**config.mk**
```make
export PLATFORM = sky130hd
export DESIGN_NAME = gnn_0_example_rd_arbiter
export DESIGN_NICKNAME = d
export VERILOG_FILES = /design/src/rtl/gnn_0_example_rd_arbiter.sv
export SDC_FILE = /design/constraint.sdc
export NUM_CORES = 1
export LEC_CHECK = 0
export ABC_AREA = 1
export BUFFER_PORTS_ARGS = -buffer_cell sky130_fd_sc_hd__buf_4
export CAP_MARGIN = 20
export CORE_AREA = 8 8 577 579
export DETAILED_ROUTE_END_ITERATION = 10
export DIE_AREA = 0 0 585 587
export GPL_ROUTABILITY_DRIVEN = 0
export HOLD_SLACK_MARGIN = 0.05
export SLEW_MARGIN = 15
export SYNTH_ARGS = -nofsm -noshare
export SYNTH_HDL_FRONTEND = slang
export SYNTH_SLANG_ARGS = --single-unit
```
**constraint.sdc**
```tcl
create_clock -name kernel_clk -period 3.8 [get_ports kernel_clk]
set_input_delay 0.57 -clock kernel_clk [delete_from_list [all_inputs] [get_ports kernel_clk]]
set_output_delay 0.57 -clock kernel_clk [all_outputs]
set_load 0.02 [all_outputs]
```
**src/rtl/gnn_0_example_rd_arbiter.sv**
```systemverilog
// Round-robin arbiter sharing one AXI read master between NUM_REQ loaders.
// Define RD_ARB_FIXED_PRIO_EN for fixed priority (lowest index wins).
module gnn_0_example_rd_arbiter #(
    parameter int NUM_REQ            = 3,
    parameter int C_M_AXI_ADDR_WIDTH = 64,
    parameter int C_M_AXI_DATA_WIDTH = 512,
    parameter int C_XFER_SIZE_WIDTH  = 32
) (
    input  logic                               kernel_clk,
    input  logic                               kernel_rst,
    input  logic [C_M_AXI_ADDR_WIDTH-1:0]      ctrl_addr_offset,
    input  logic [NUM_REQ-1:0]                 req_valid,
    output logic [NUM_REQ-1:0]                 req_ready,
    input  logic [NUM_REQ*C_M_AXI_ADDR_WIDTH-1:0] req_addr,
    input  logic [NUM_REQ*C_XFER_SIZE_WIDTH-1:0]  req_size,
    output logic [NUM_REQ-1:0]                 req_done,
    output logic [C_M_AXI_ADDR_WIDTH-1:0]      dram_xfer_start_addr,
    output logic [C_XFER_SIZE_WIDTH-1:0]       dram_xfer_size_in_bytes,
    output logic                               read_start,
    input  logic                               read_done,
    input  logic                               data_tvalid,
    output logic                               data_tready,
    input  logic                               data_tlast,
    input  logic [C_M_AXI_DATA_WIDTH-1:0]      data_tdata,
    output logic [NUM_REQ-1:0]                 rd_tvalid,
    input  logic [NUM_REQ-1:0]                 rd_tready,
    output logic                               rd_tlast,
    output logic [C_M_AXI_DATA_WIDTH-1:0]      rd_tdata,
    output logic                               busy
);

    localparam int IW = (NUM_REQ > 1) ? $clog2(NUM_REQ) : 1;

    typedef enum logic [1:0] {IDLE, ISSUE, BUSY, DONE} state_t;

    state_t                          state, state_next;
    logic [IW-1:0]                   grant;
    logic [IW-1:0]                   ptr;
    logic [IW-1:0]                   pick;
    logic                            pick_valid;
    logic [C_M_AXI_ADDR_WIDTH-1:0]   addr;
    logic [C_XFER_SIZE_WIDTH-1:0]    size;

    // First requester at or above the priority pointer, wrapping around.
    always_comb begin
        int unsigned idx;
        idx        = 0;
        pick       = '0;
        pick_valid = 1'b0;
        for (int unsigned k = 0; k < NUM_REQ; k++) begin
            idx = (32'(ptr) + k) % NUM_REQ;
            if (!pick_valid && req_valid[idx]) begin
                pick       = IW'(idx);
                pick_valid = 1'b1;
            end
        end
    end

    always_ff @(posedge kernel_clk or posedge kernel_rst) begin
        if (kernel_rst) begin
            state <= IDLE;
            grant <= '0;
            ptr   <= '0;
            addr  <= '0;
            size  <= '0;
        end else begin
            state <= state_next;
            if (state == IDLE && pick_valid) begin
                grant <= pick;
                addr  <= req_addr[pick*C_M_AXI_ADDR_WIDTH +: C_M_AXI_ADDR_WIDTH] + ctrl_addr_offset;
                size  <= req_size[pick*C_XFER_SIZE_WIDTH +: C_XFER_SIZE_WIDTH];
            end
`ifdef RD_ARB_FIXED_PRIO_EN
            ptr <= '0;
`else
            if (state == DONE)
                ptr <= (grant == IW'(NUM_REQ - 1)) ? '0 : grant + 1'b1;
`endif
        end
    end

    always_comb begin
        state_next  = state;
        read_start  = 1'b0;
        req_ready   = '0;
        req_done    = '0;
        data_tready = 1'b0;
        rd_tvalid   = '0;
        case (state)
            IDLE: begin
                if (pick_valid)
                    state_next = ISSUE;
            end
            ISSUE: begin
                req_ready[grant] = 1'b1;
                // A zero-byte grant never touches the read master or the stream.
                if (size == '0) begin
                    state_next = DONE;
                end else begin
                    read_start       = 1'b1;
                    rd_tvalid[grant] = data_tvalid;
                    data_tready      = rd_tready[grant];
                    state_next       = read_done ? DONE : BUSY;
                end
            end
            BUSY: begin
                rd_tvalid[grant] = data_tvalid;
                data_tready      = rd_tready[grant];
                if (read_done)
                    state_next = DONE;
            end
            DONE: begin
                req_done[grant] = 1'b1;
                state_next      = IDLE;
            end
            default: state_next = IDLE;
        endcase
    end

    assign dram_xfer_start_addr    = addr;
    assign dram_xfer_size_in_bytes = size;
    assign rd_tdata                = data_tdata;
    assign rd_tlast                = data_tlast;
    assign busy                    = (state != IDLE);

endmodule

```
Word-level counts from Yosys, hierarchy flattened
Index checks and enable logic that the tools add are counted.
{ "totals": {"reg_bits": 102, "input_bits": 875, "out_inout_bits": 621, "elab_cells": 66} }
{ "classes": {"n_addsub": 4, "div": 3, "magnitude_cmp": 5, "eq_ne": 6, "n_shift": 2, "n_mux": 30, "bitwise": 1, "n_reduce_logical": 10} }
{ "ops": {"columns": ["op", "n"], "rows": [
  ["indexed part select 192 x 9 -> 64 bit", 1],
  ["< comparator 32 x 3 -> 1 bit, second input constant", 3],
  ["indexed part select 96 x 8 -> 32 bit", 1],
  ["adder 64 bit", 1],
  ["remainder unit 32 x 2 -> 32 bit, second input constant", 2],
  ["zero test 32 bit", 1],
  ["remainder unit 2 x 2 -> 32 bit, second input constant", 1],
  ["two-way mux 1 bit", 13],
  ["two-way mux 2 bit", 6],
  ["two-way mux 3 bit", 3],
  ["binary-select mux 1 bit (select 2 bit)", 4],
  ["one-hot mux 2 bit (4 select lines)", 1],
  ["equality test 2 bit, second input constant", 3],
  ["one-hot mux 3 bit (2 select lines)", 1],
  ["logical AND 1 bit", 4],
  ["inequality test 2 bit, second input constant", 2],
  ["adder 2 x 1 -> 3 bit, second input constant", 1],
  ["adder 2 x 2 -> 3 bit, second input constant", 1],
  ["bitwise AND 3 bit", 1],
  ["< comparator 2 x 3 -> 1 bit, second input constant", 1],
  ["adder 2 x 1 -> 2 bit, second input constant", 1],
  ["demux 1 bit (select 2 bit)", 1],
  ["equality test 2 x 1 -> 1 bit, second input constant", 1],
  ["greater-or-equal comparator 2 x 1 -> 1 bit, second input constant", 1],
  ["5 further kinds", 6]
]} }

Depth between registers and ports, before layout
Gate-level depths: netlist of run 1.
{ "depth": {"depth_word": 12, "ltp_mapped": 31, "ltp_nobuf": 29} }

Least setup slack after synthesis of run 1
Ideal clock, no wire load.
{ "synth_path": {"path_kind": "register -> register", "startpoint": "register ptr[0]", "endpoint": "register addr[58], in the netlist dram_xfer_start_addr[58]", "setup_ns": 0.117, "arrival_ns": 3.636, "t_required_ns": 3.683, "slack_ns": 0.047, "path_stages_with_launch": 29, "n_path_buf": 2, "period_less_slack_ns": 3.753, "cell_sequence": "dfrtp_1 -> inv_1 -> ha_1 -> inv_2 -> nor2_1 -> nand2_1 -> nand2_1 -> nand3_1 -> nor2_2 -> nor2_4 -> inv_2 -> buf_6 -> nor2_8 -> buf_2 -> nand2_1 -> o21ai_1 -> ha_1 -> inv_1 -> fa_1 -> o21ai_1 -> nand2_1 -> nand2_1 -> a21oi_1 -> o21ai_1 -> nand3_1 -> nand2_1 -> nand2_1 -> nand3_1 -> nand2_1"} }
{ "synth_between": {"elab_chain_len": 12, "word_cells_on_any_way": 24, "cone_classes": "add/sub (3); div (3); shift (1); mux (12); reduce/logical (5)"} }
{ "synth_lines": {"columns": ["element", "line_no", "rtl"], "rows": [
  ["start: declaration", "38", "logic [IW-1:0] ptr;"],
  ["start signal: assignment", "77", "ptr <= (grant == IW'(NUM_REQ - 1)) ? '0 : grant + 1'b1;"],
  ["parallel branches: the longest is 12 deep, another holds adder 64 bit", null, null],
  ["end signal: assignment", "70", "addr <= req_addr[pick*C_M_AXI_ADDR_WIDTH +: C_M_AXI_ADDR_WIDTH] + ctrl_addr_offset;"],
  ["end: declaration", "41", "logic [C_M_AXI_ADDR_WIDTH-1:0] addr;"]
]} }
Parallel ways; which one is timed is not known. The select of a mux whose other input is x is not followed.
A chain may end at the register's enable or synchronous reset.

Worst setup path in the final report of run 1
{ "layout_path": {"startpoint": "register ptr[1]", "endpoint": "register addr[29], in the netlist dram_xfer_start_addr[29]"} }
Same word-level chain as after synthesis.

==> results of run 1 <==
cell usage in the layout (no fill, tap or decap), types with 5 or more instances in the layout:
cell / n
buf_4: 800
nand2_1: 335
nor2_1: 182
inv_1: 118
dfrtp_1: 102
o21ai_1: 90
o21ai_0: 88
nand2_2: 81
o21ai_2: 67
nand3_1: 65
ha_4: 59
a21oi_2: 57
nor2_2: 51
buf_12: 46
nor2_4: 44
inv_2: 42
buf_6: 39
a21oi_1: 37
nand2_4: 32
a21oi_4: 25
nand3_2: 24
a31oi_1: 20
o21ai_4: 19
ha_1: 17
o31ai_1: 16
xnor2_1: 15
clkbuf_16: 15
nand4_1: 11
nor3_2: 9
o21bai_1: 9
o21bai_4: 8
nor4_1: 7
or2_2: 6
nor3_4: 6
a21o_1: 6
diode_2: 5
nand3_4: 5
o21a_1: 5
xnor2_2: 5
buf_8: 5
area by class of cell:
| cell class | instances | share of cell area, % |
|---|---|---|
| diodes | 5 | 0.0463 |
| clock buffers | 10 | 0.885 |
| clock inverters | 6 | 0.287 |
| inverters | 165 | 2.39 |
| multi-input cells | 1442 | 38.5 |
| flip-flops and latches | 102 | 9.45 |
| well taps | 4325 | 20.0 |
| repair buffers | 899 | 28.4 |
state kept, by name, indices dropped and copies added, names as in the netlist:
name and cells:
ptr 2, state 2, grant 2, dram_xfer_size_in_bytes 32, dram_xfer_start_addr 64
critical path: stages (launching register included):
cell and delay [ns]:
dfrtp_1 0.44, ha_4 0.34, inv_6 0.06, nor2_4 0.07
nand2_2 0.07, nand2_2 0.09, nand3_4 0.09, nor2_4 0.13
nor2_4 0.05, buf_12 0.14, inv_12 0.09, buf_4 0.12
buf_12 0.12, buf_8 0.11, nor2_2 0.04, o21ai_4 0.40
ha_4 0.30, a21oi_4 0.14, buf_6 0.12, nor2_1 0.04
nor2_2 0.15, buf_4 0.13, o21ai_2 0.06, a21oi_2 0.19
nand2_4 0.12, xnor2_2 0.17, buf_4 0.15, o21ai_1 0.06
logic make-up (layout without fill, tap and decap cells):
kind of cell | after synthesis | after routing
and+or+nand+nor | 875 | 875
DFF | 102 | 102
AOI/OAI and AO/OA | 463 | 463
other | 0 | 5
buffers and inverters | 742 | 1080
xor gates and xnor gates | 25 | 25
adders and majority gates | 79 | 79
per-stage QoR:
| stage | area [µm²] | util, % | worst slack (ns) |
|---|---|---|---|
| final | 27000 | 8.36 | -0.373 |
| after floorplan | 14700 | - | 0.0467 |
| after global placement | 22800 | 7.05 | -0.939 |
| after global routing | 27000 | 8.36 | -0.541 |
| after CTS | 24000 | 7.44 | -0.378 |
| after detailed placement | 22800 | 7.05 | -0.966 |
path summary, 6_finish.rpt:
path                                          startpoint                          to  slack, ns  cells past startpoint
worst max-delay path                              ptr[1]    dram_xfer_start_addr[29]      -0.37                     27
worst min-delay path                          kernel_rst                    grant[0]       0.24                      2
worst max register to register                    ptr[1]    dram_xfer_start_addr[29]      -0.37                     27
worst min register to register  dram_xfer_start_addr[53]    dram_xfer_start_addr[53]       0.49                      2
max in group asynchronous                     kernel_rst    dram_xfer_start_addr[60]       2.65                      3
min in group kernel_clk                      req_size[9]  dram_xfer_size_in_bytes[9]       0.43                      3
where the power goes:
group | internal [µW] | switching (µW)
logic | 18500 | 24800
registers | 1670 | 554
clock network | 544 | 643
timing repair:
action / 4_1_cts / 5_1_grt
endpoints found under the setup margin: 57 / 61
setup buffers: 13 / 47
hold buffers: 0 / 0
gates cloned: 2 / 7
pin swaps: 13 / 114
gates resized for setup: 202 / 630
per-layer routing:
metal  share of wire, %  up-vias
met3                 32      447
met1                 18     7945
met2                 45     1541
met5               0.19        -
met4                5.2       20
li1                   -     7603
==> results.toml, run 1 <==
[global_routing]
grt_first_pass_wirelength_um = 288000
antenna_found_initial = 41
use_met2_pct = 22.4
grt-busiest-layer = "met2"
first_global_vias = 16473
use_met1_pct = 7.58
gr-total-overflow = 0
grt_max_degree = 96
track_usage_pct = 14.0
use_met3_pct = 20.4

[sta]
hold_viol_final = 0
setup_viol = 52
fin_crit_sh_pct = 110
worst_slew_pin_slew_ns = 0.857
whs_ns = 0.240
slew_violations = 0
max_freq_mhz = 240
fin_crit_ns = 4.17
slew_headroom_pct = 42.8
tns_ns = -10.93
fin_skew_ns = 0.0182
layout_setup_ws_ns = -0.373
rsz0062_at_grt = "true"

[final_layout]
area_growth_pct = 84.1
fill_cells = 37901
num-nets-final = 3573
drive_gt1_share_pct = 56.5
layout.cells.non_filler = 6954
multi_input_area_um2 = 10400
ff_latch_area_um2 = 2550

[power]
powerDensity_nw_per_um2 = 1730
finalPower_uw = 46700
worst_ir_drop_vdd_mv = 0.853
p_leak_uw = 0.0104

[logic_synthesis]
synth_top_family_by_area = "buffers and inverters"
synth_common_cells = "buf_4, nand2_1, nor2_1"
synthTopCellsByArea = "buf_4, dfrtp_1, nand2_1"
synth-edff-count = 0
synth_compound_area_share_pct = 17.2
yosysTopAreaCellShare_pct = 26.5
synthSimpleGateAreaFrac_pct = 24.3
yosys.area.top_type = "buf_4"
yosys_register_bits = 102
synth_area_um2 = 14700
synth-seq-area-share_pct = 17.4
synth_cells = 2286
synthFlopType = "dfrtp_1"
synth_fp_nets = 3240
syn_avg_cell_area_um2 = 6.42
synthArstFlopShare_pct = 100
synthAdderAreaFrac_pct = 6.79
synth_most_common_cell = "buf_4"
yosysUniqueCellTypes = 43
yosys-mux-area-fraction_pct = 0
yosysWarnings = 0
synth_xor_area_share_pct = 1.49

[clock_network]
clkSinkCount = 102
clockBufferDepth = 2
insertion_delay_ns = 0.45
h-tree-depth = 3
cts_tree = "yes"
cts_inserted_buffers = 9
path_clk_slew_ns = 0.10
cts_root_buffer = "clkbuf_16"

[floorplan]
initial_core_util_pct = 4.54
coreArea_um2 = 323000
num_rows = 209
dieWidth_um = 585
pin_count = 1496
die_area_um2 = 343000
fp.dieH_um = 587

[run]
cap_violations = 0

[run_status]
violations = "setup timing"
status = "finished, violations left"

[setup_path]
arrival_ns = 4.49
worst_setup_path_end_kind = "register"
required_ns = 4.12
setup.worst_path.class = "reg2reg"
start_kind = "register"
cp_max_fo = 6

[route]
first_pass_iters = 6
viasPerCell = 2.52
vias = 17556
wl_per_cell_um = 37.0
drt-total-wl_um = 257000
drc = 0
drtIter0Drc = 1391
ant_nets = 0

[placement]
portBuffers = 469
place_hpwl_um = 238000
dp_cells = 6872

[hold_path]
worstHoldPathType = "in2async"
No activity file was read; power rests on OpenSTA's default activity.
==> inputs of run 2 (changes only) <==
CORE_AREA = 2 2 588 590   (was 8 8 577 579)
DIE_AREA = 0 0 590 592   (was 0 0 585 587)
==> run 2 against run 1 <==
Net effect:
- core utilization decreased by 0.32 points
- register-to-register slack worse by 0.02 ns
- the flow still finishes with violations (setup timing)
- setup slack got worse by 0.017 ns
- largest cell class unchanged
==> results.toml, run 2 (synthesis gave the netlist of run 1 again) <==
[run_status]
status = "finished, violations left"
violations = "setup timing"

[final_layout]
area_growth_pct = 87.5
drive_gt1_share_pct = 56.8
final_common_cell = "buf_4"
layout.cells.non_filler = 7187
num-nets-final = 3567
final_cell_mix = "buf_4, nand2_1, nor2_1"
largest_register_ffs = 64

[floorplan]
pin_count = 1496
die_area_um2 = 349000
num_rows = 215
initial_core_util_pct = 4.29
fp.dieH_um = 592
coreArea_um2 = 342000
dieWidth_um = 590

[global_routing]
grt_max_degree = 64
first_global_vias = 16408
track_usage_pct = 14.2
grt_first_pass_wirelength_um = 291000
antenna_found_initial = 50
gr-total-overflow = 0

[sta]
slew_headroom_pct = 26.7
hold_viol_final = 0
rsz0062_at_grt = "true"
max_freq_mhz = 239
tns_ns = -13.02
fin_crit_ns = 4.19
whs_ns = 0.239
worst_slew_pin_slew_ns = 1.09
layout_setup_ws_ns = -0.391
fin_skew_ns = 0.0317
setup_viol = 52
slew_violations = 0
fin_crit_sh_pct = 110

[clock_network]
cts_root_buffer = "clkbuf_16"
h-tree-depth = 3
postCtsHoldBufs = 0
clkSinkCount = 102
path_clk_slew_ns = 0.12
cts_inserted_buffers = 9
insertion_delay_ns = 0.46
clockBufferDepth = 2
cts_tree = "yes"

[power]
p_int_uw = 21100
combPwrFrac_pct = 92.8
seq_power_share_pct = 4.7
p_leak_uw = 0.0104
switchingPower_uw = 26800
worst_ir_drop_vdd_mv = 0.671
p_sw_share_pct = 55.9
finalPower_uw = 47900
powerDensity_nw_per_um2 = 1740
pwr-share-clk_pct = 2.5

[route]
first_pass_iters = 6
vias = 17727
drt-total-wl_um = 264000
top_layer = "met5"
wl_per_cell_um = 36.7
dr_wl_met3_um = 81600
wl_met2_um = 116000
ant_nets = 0
wl_met1_um = 48500
viasPerCell = 2.47
drtIter0Drc = 1591
drc = 0

[setup_path]
reg2reg_depth = 26
worst_setup_path_end_kind = "register"
r2r_setup_slack_ns = -0.39
cp_max_fo = 6
required_ns = 4.17
setup.worst_path.class = "reg2reg"
start_kind = "register"
r2r_end = "dram_xfer_start_addr[31]"
r2r_start = "ptr[1]"
arrival_ns = 4.56

[hold_path]
worstHoldPathType = "in2async"

[run]
cap_violations = 0

[placement]
dpl_worst_slack_ns = -0.934
dp_cells = 7074
portBuffers = 469
place_hpwl_um = 239000
==> run 2: cell types whose count changed in the layout (fill, tap and decap cells not counted), sizes merged <==
cell	delta
buf	-7
clkinvlp	+2
diode	+7
clkinv	-1
==> run 2: worst max-delay path by stage <==
stage,from,slack (ns),end,cells after the start
6_report,ptr[1],-0.39,dram_xfer_start_addr[31],26
5_1_grt,ptr[1],-0.53,dram_xfer_start_addr[59],28
4_1_cts,ptr[1],-0.43,dram_xfer_start_addr[33],27
3_5_place_dp,ptr[1],-0.93,dram_xfer_start_addr[57],24
3_3_place_gp,ptr[0],-0.99,dram_xfer_start_addr[63],26
2_1_floorplan,ptr[0],0.05,dram_xfer_start_addr[58],28
==> run 2: what timing repair did <==
item,4_1_cts,5_1_grt
cloned,6,8
setup endpoints to repair,58,57
gates resized for setup,385,491
pin swaps,53,105
setup buffers,33,46
==> run 2: stage by stage <==
step	utilization, %	cell area [µm²]
2_1_floorplan	-	14700
3_3_place_gp	6.67	22800
3_5_place_dp	6.67	22800
4_1_cts	7.33	25100
5_1_grt	8.03	27500
6_report	8.04	27500
==> run 2: routing by layer <==
metal / GRT usage [%] / vias to the layer above
met5: 0.311 / -
met3: 20.4 / 523
met4: 7.99 / 22
met2: 22.1 / 1662
li1: - / 7609
met1: 7.43 / 7911
==> run 2: layout make-up <==
| cell class | count | area [µm²] |
|---|---|---|
| fill | 39947 | 315000 |
| multi-input combinational | 1442 | 10400 |
| timing repair buffer | 893 | 7840 |
| tap | 4557 | 5700 |
| sequential | 102 | 2550 |
| inverter | 165 | 651 |
| clock buffer | 9 | 225 |
| clock inverter | 7 | 92.6 |
| antenna | 12 | 30.0 |
==> run 2: power groups by stage <==
| stage | logic [µW] | clock network (µW) | registers [µW] |
|---|---|---|---|
| 2_1_floorplan | 12900 | 0 | 2590 |
| 3_3_place_gp | 33000 | 0 | 2280 |
| 3_5_place_dp | 33000 | 0 | 2280 |
| 4_1_cts | 38400 | 1280 | 2270 |
| 5_1_grt | 47100 | 1270 | 2300 |
| 6_report | 44400 | 1210 | 2250 |
==> run 2: critical path, cell delays in order (launching register included) <==
cell	delay [ns]
dfrtp_1	0.45
ha_4	0.35
inv_6	0.05
nor2_2	0.07
nand2_1	0.08
nand2_2	0.11
nand3_4	0.10
nor2_4	0.11
nor2_4	0.05
buf_12	0.14
inv_16	0.08
buf_16	0.15
buf_12	0.18
buf_12	0.15
nor2_4	0.05
o21ai_4	0.24
ha_4	0.26
a21oi_4	0.19
o21ai_2	0.09
a21o_1	0.24
nor2_4	0.19
nand2_4	0.08
buf_6	0.12
buf_6	0.11
o21ai_4	0.17
buf_6	0.13
nand2_2	0.03
==> inputs of run 3 (changes only) <==
CORE_AREA = 2 2 581 583   (was 2 2 588 590)
DIE_AREA = 0 0 583 585   (was 0 0 590 592)
clock period = 4.7 ns   (was 3.8 ns; I/O delays follow)
==> run 3 against run 2 <==
Net effect:
- the flow now finishes without violations
- critical path depth rose by 2
- clock power fell by 23%
- global-route usage rose by 0.098 points
- via count fell by 6.9%
- largest cell class unchanged
==> results.toml, run 3 (synthesis gave the netlist of run 1 again) <==
[sta]
worst_slew_pin_slew_ns = 0.857
hold_viol_final = 0
slew_violations = 0
fin_crit_sh_pct = 96.3
fin_crit_ns = 4.53
fin_skew_ns = 0.0267
max_freq_mhz = 221
slew_headroom_pct = 42.6
setup_viol = 0

[power]
pwr-share-clk_pct = 3.5
p_leak_uw = 0.00836
finalPower_uw = 26400
powerDensity_nw_per_um2 = 1210
combPwrFrac_pct = 89.7
switchingPower_uw = 16600
p_sw_share_pct = 62.8
worst_ir_drop_vdd_mv = 0.450
seq_power_share_pct = 6.7
p_int_uw = 9800

[setup_path]
required_ns = 5.08
cp_max_fo = 16
setup.worst_path.class = "reg2reg"
slowest_stage = "dfrtp_2"
critPathMaxStageDelay_ns = 0.45
start_kind = "register"
worst_setup_path_end_kind = "register"
arrival_ns = 4.91

[hold_path]
worstHoldPathType = "in2async"

[floorplan]
num_rows = 213
pin_count = 1496
fp.dieH_um = 585
initial_core_util_pct = 4.38
coreArea_um2 = 335000
die_area_um2 = 341000
dieWidth_um = 583

[global_routing]
antenna_found_initial = 57
use_met1_pct = 7.28
use_met3_pct = 20.0
first_global_vias = 15162
grt_max_degree = 110
grt_first_pass_wirelength_um = 286000
use_met2_pct = 23.7
gr-total-overflow = 0
track_usage_pct = 14.3
grt-busiest-layer = "met2"

[route]
wl_per_cell_um = 37.5
first_pass_iters = 6
drtIter0Drc = 1554
vias = 16503
drc = 0
viasPerCell = 2.44
drt-total-wl_um = 254000
ant_nets = 0

[final_layout]
area_growth_pct = 48.6
drive_gt1_share_pct = 32.7
final_cell_mix = "buf_4, nand2_1, nor2_1"
num-nets-final = 3296
final_common_cell = "buf_4"
ff_latch_area_um2 = 2550
largest_register_ffs = 64
fill_cells = 39743
fin_util_pct = 6.51
multi_input_area_um2 = 7720

[run]
cap_violations = 0

[run_status]
status = "finished clean"

[clock_network]
clockBufferDepth = 2
cts_root_buffer = "clkbuf_16"
cts_inserted_buffers = 9
postCtsHoldBufs = 0
clkSinkCount = 102
cts_tree = "yes"
h-tree-depth = 3
path_clk_slew_ns = 0.12
insertion_delay_ns = 0.44

[placement]
place_hpwl_um = 240000
portBuffers = 469
run 3: cell count changes in the layout (fill, tap and decap cells not counted), moves of 39 or more:
cell and change:
buf_4 -183, nor2_2 -51, nand2_2 -54, ha_4 -56
ha_1 +52, o21ai_0 +87, nor2_4 -39, a21oi_1 +64
inv_2 -40, nor2_1 +90, inv_1 +43, buf_6 -53
a21oi_2 -40, nand2_1 +84
run 3: worst paths after layout:
check / cells past startpoint / slack, ns / startpoint / end
min: 2 / 0.31 / kernel_rst / dram_xfer_size_in_bytes[16]
max reg2reg: 28 / 0.17 / ptr[0] / dram_xfer_start_addr[62]
max in group asynchronous: 3 / 3.33 / kernel_rst / dram_xfer_start_addr[24]
min in group kernel_clk: 2 / 0.49 / dram_xfer_start_addr[56] / dram_xfer_start_addr[56]
min reg2reg: 2 / 0.49 / dram_xfer_start_addr[56] / dram_xfer_start_addr[56]
max: 28 / 0.17 / ptr[0] / dram_xfer_start_addr[62]
run 3: layout make-up:
type | count | share of cell area, %
Clock inverter | 7 | 0.373
Antenna cell | 4 | 0.0459
Timing Repair Buffer | 622 | 23.3
Tap cell | 4407 | 25.3
Inverter | 165 | 2.89
Clock buffer | 9 | 1.03
Multi-Input combinational cell | 1442 | 35.4
Sequential cell | 102 | 11.7
run 3: power by group through the flow:
stage,sequential [µW],clock (µW),combinational [µW]
3_5_place_dp,1800,0,23200
5_1_grt,1830,985,25400
4_1_cts,1800,984,23400
6_report,1780,932,23600
3_3_place_gp,1810,0,23200
2_1_floorplan,2090,0,10500
run 3: per-stage QoR:
| step | cell area [µm²] | cells | setup WS, ns | setup TNS [ns] | hold WS, ns |
|---|---|---|---|---|---|
| global placement | 21100 | 6735 | -0.277 | -1.09 | 0.469 |
| finish | 21800 | 6758 | 0.174 | 0 | 0.310 |
| detailed placement | 21100 | 6735 | -0.188 | -0.606 | 0.469 |
| floorplan | 14700 | 2286 | 0.947 | 0 | 0.475 |
| CTS | 21500 | 6751 | 0.0381 | 0 | 0.324 |
| global route | 21800 | 6754 | -0.000371 | -0.000371 | 0.342 |
run 3: what timing repair did:
| action | in CTS | in global routing |
|---|---|---|
| resized for setup | 13 | 97 |
| cloned | 0 | 0 |
| pin swaps | 2 | 16 |
| endpoints found under the setup margin | 17 | 48 |
| setup buffers | 0 | 3 |
run 3: metal layers:
metal / vias up / wire length [µm]
met5: - / 331
met4: 24 / 14200
met3: 486 / 78700
met2: 1660 / 117000
met1: 7306 / 42900
li1: 7027 / -
run 3: critical path, delay by kind of cell (launching register included):
family / cells / cell delay, ns
adders and majority gates: 2 / 0.55
and+or+nand+nor: 12 / 1.21
AOI/OAI and AO/OA: 5 / 0.91
buffers and inverters: 9 / 1.24
DFF: 1 / 0.45
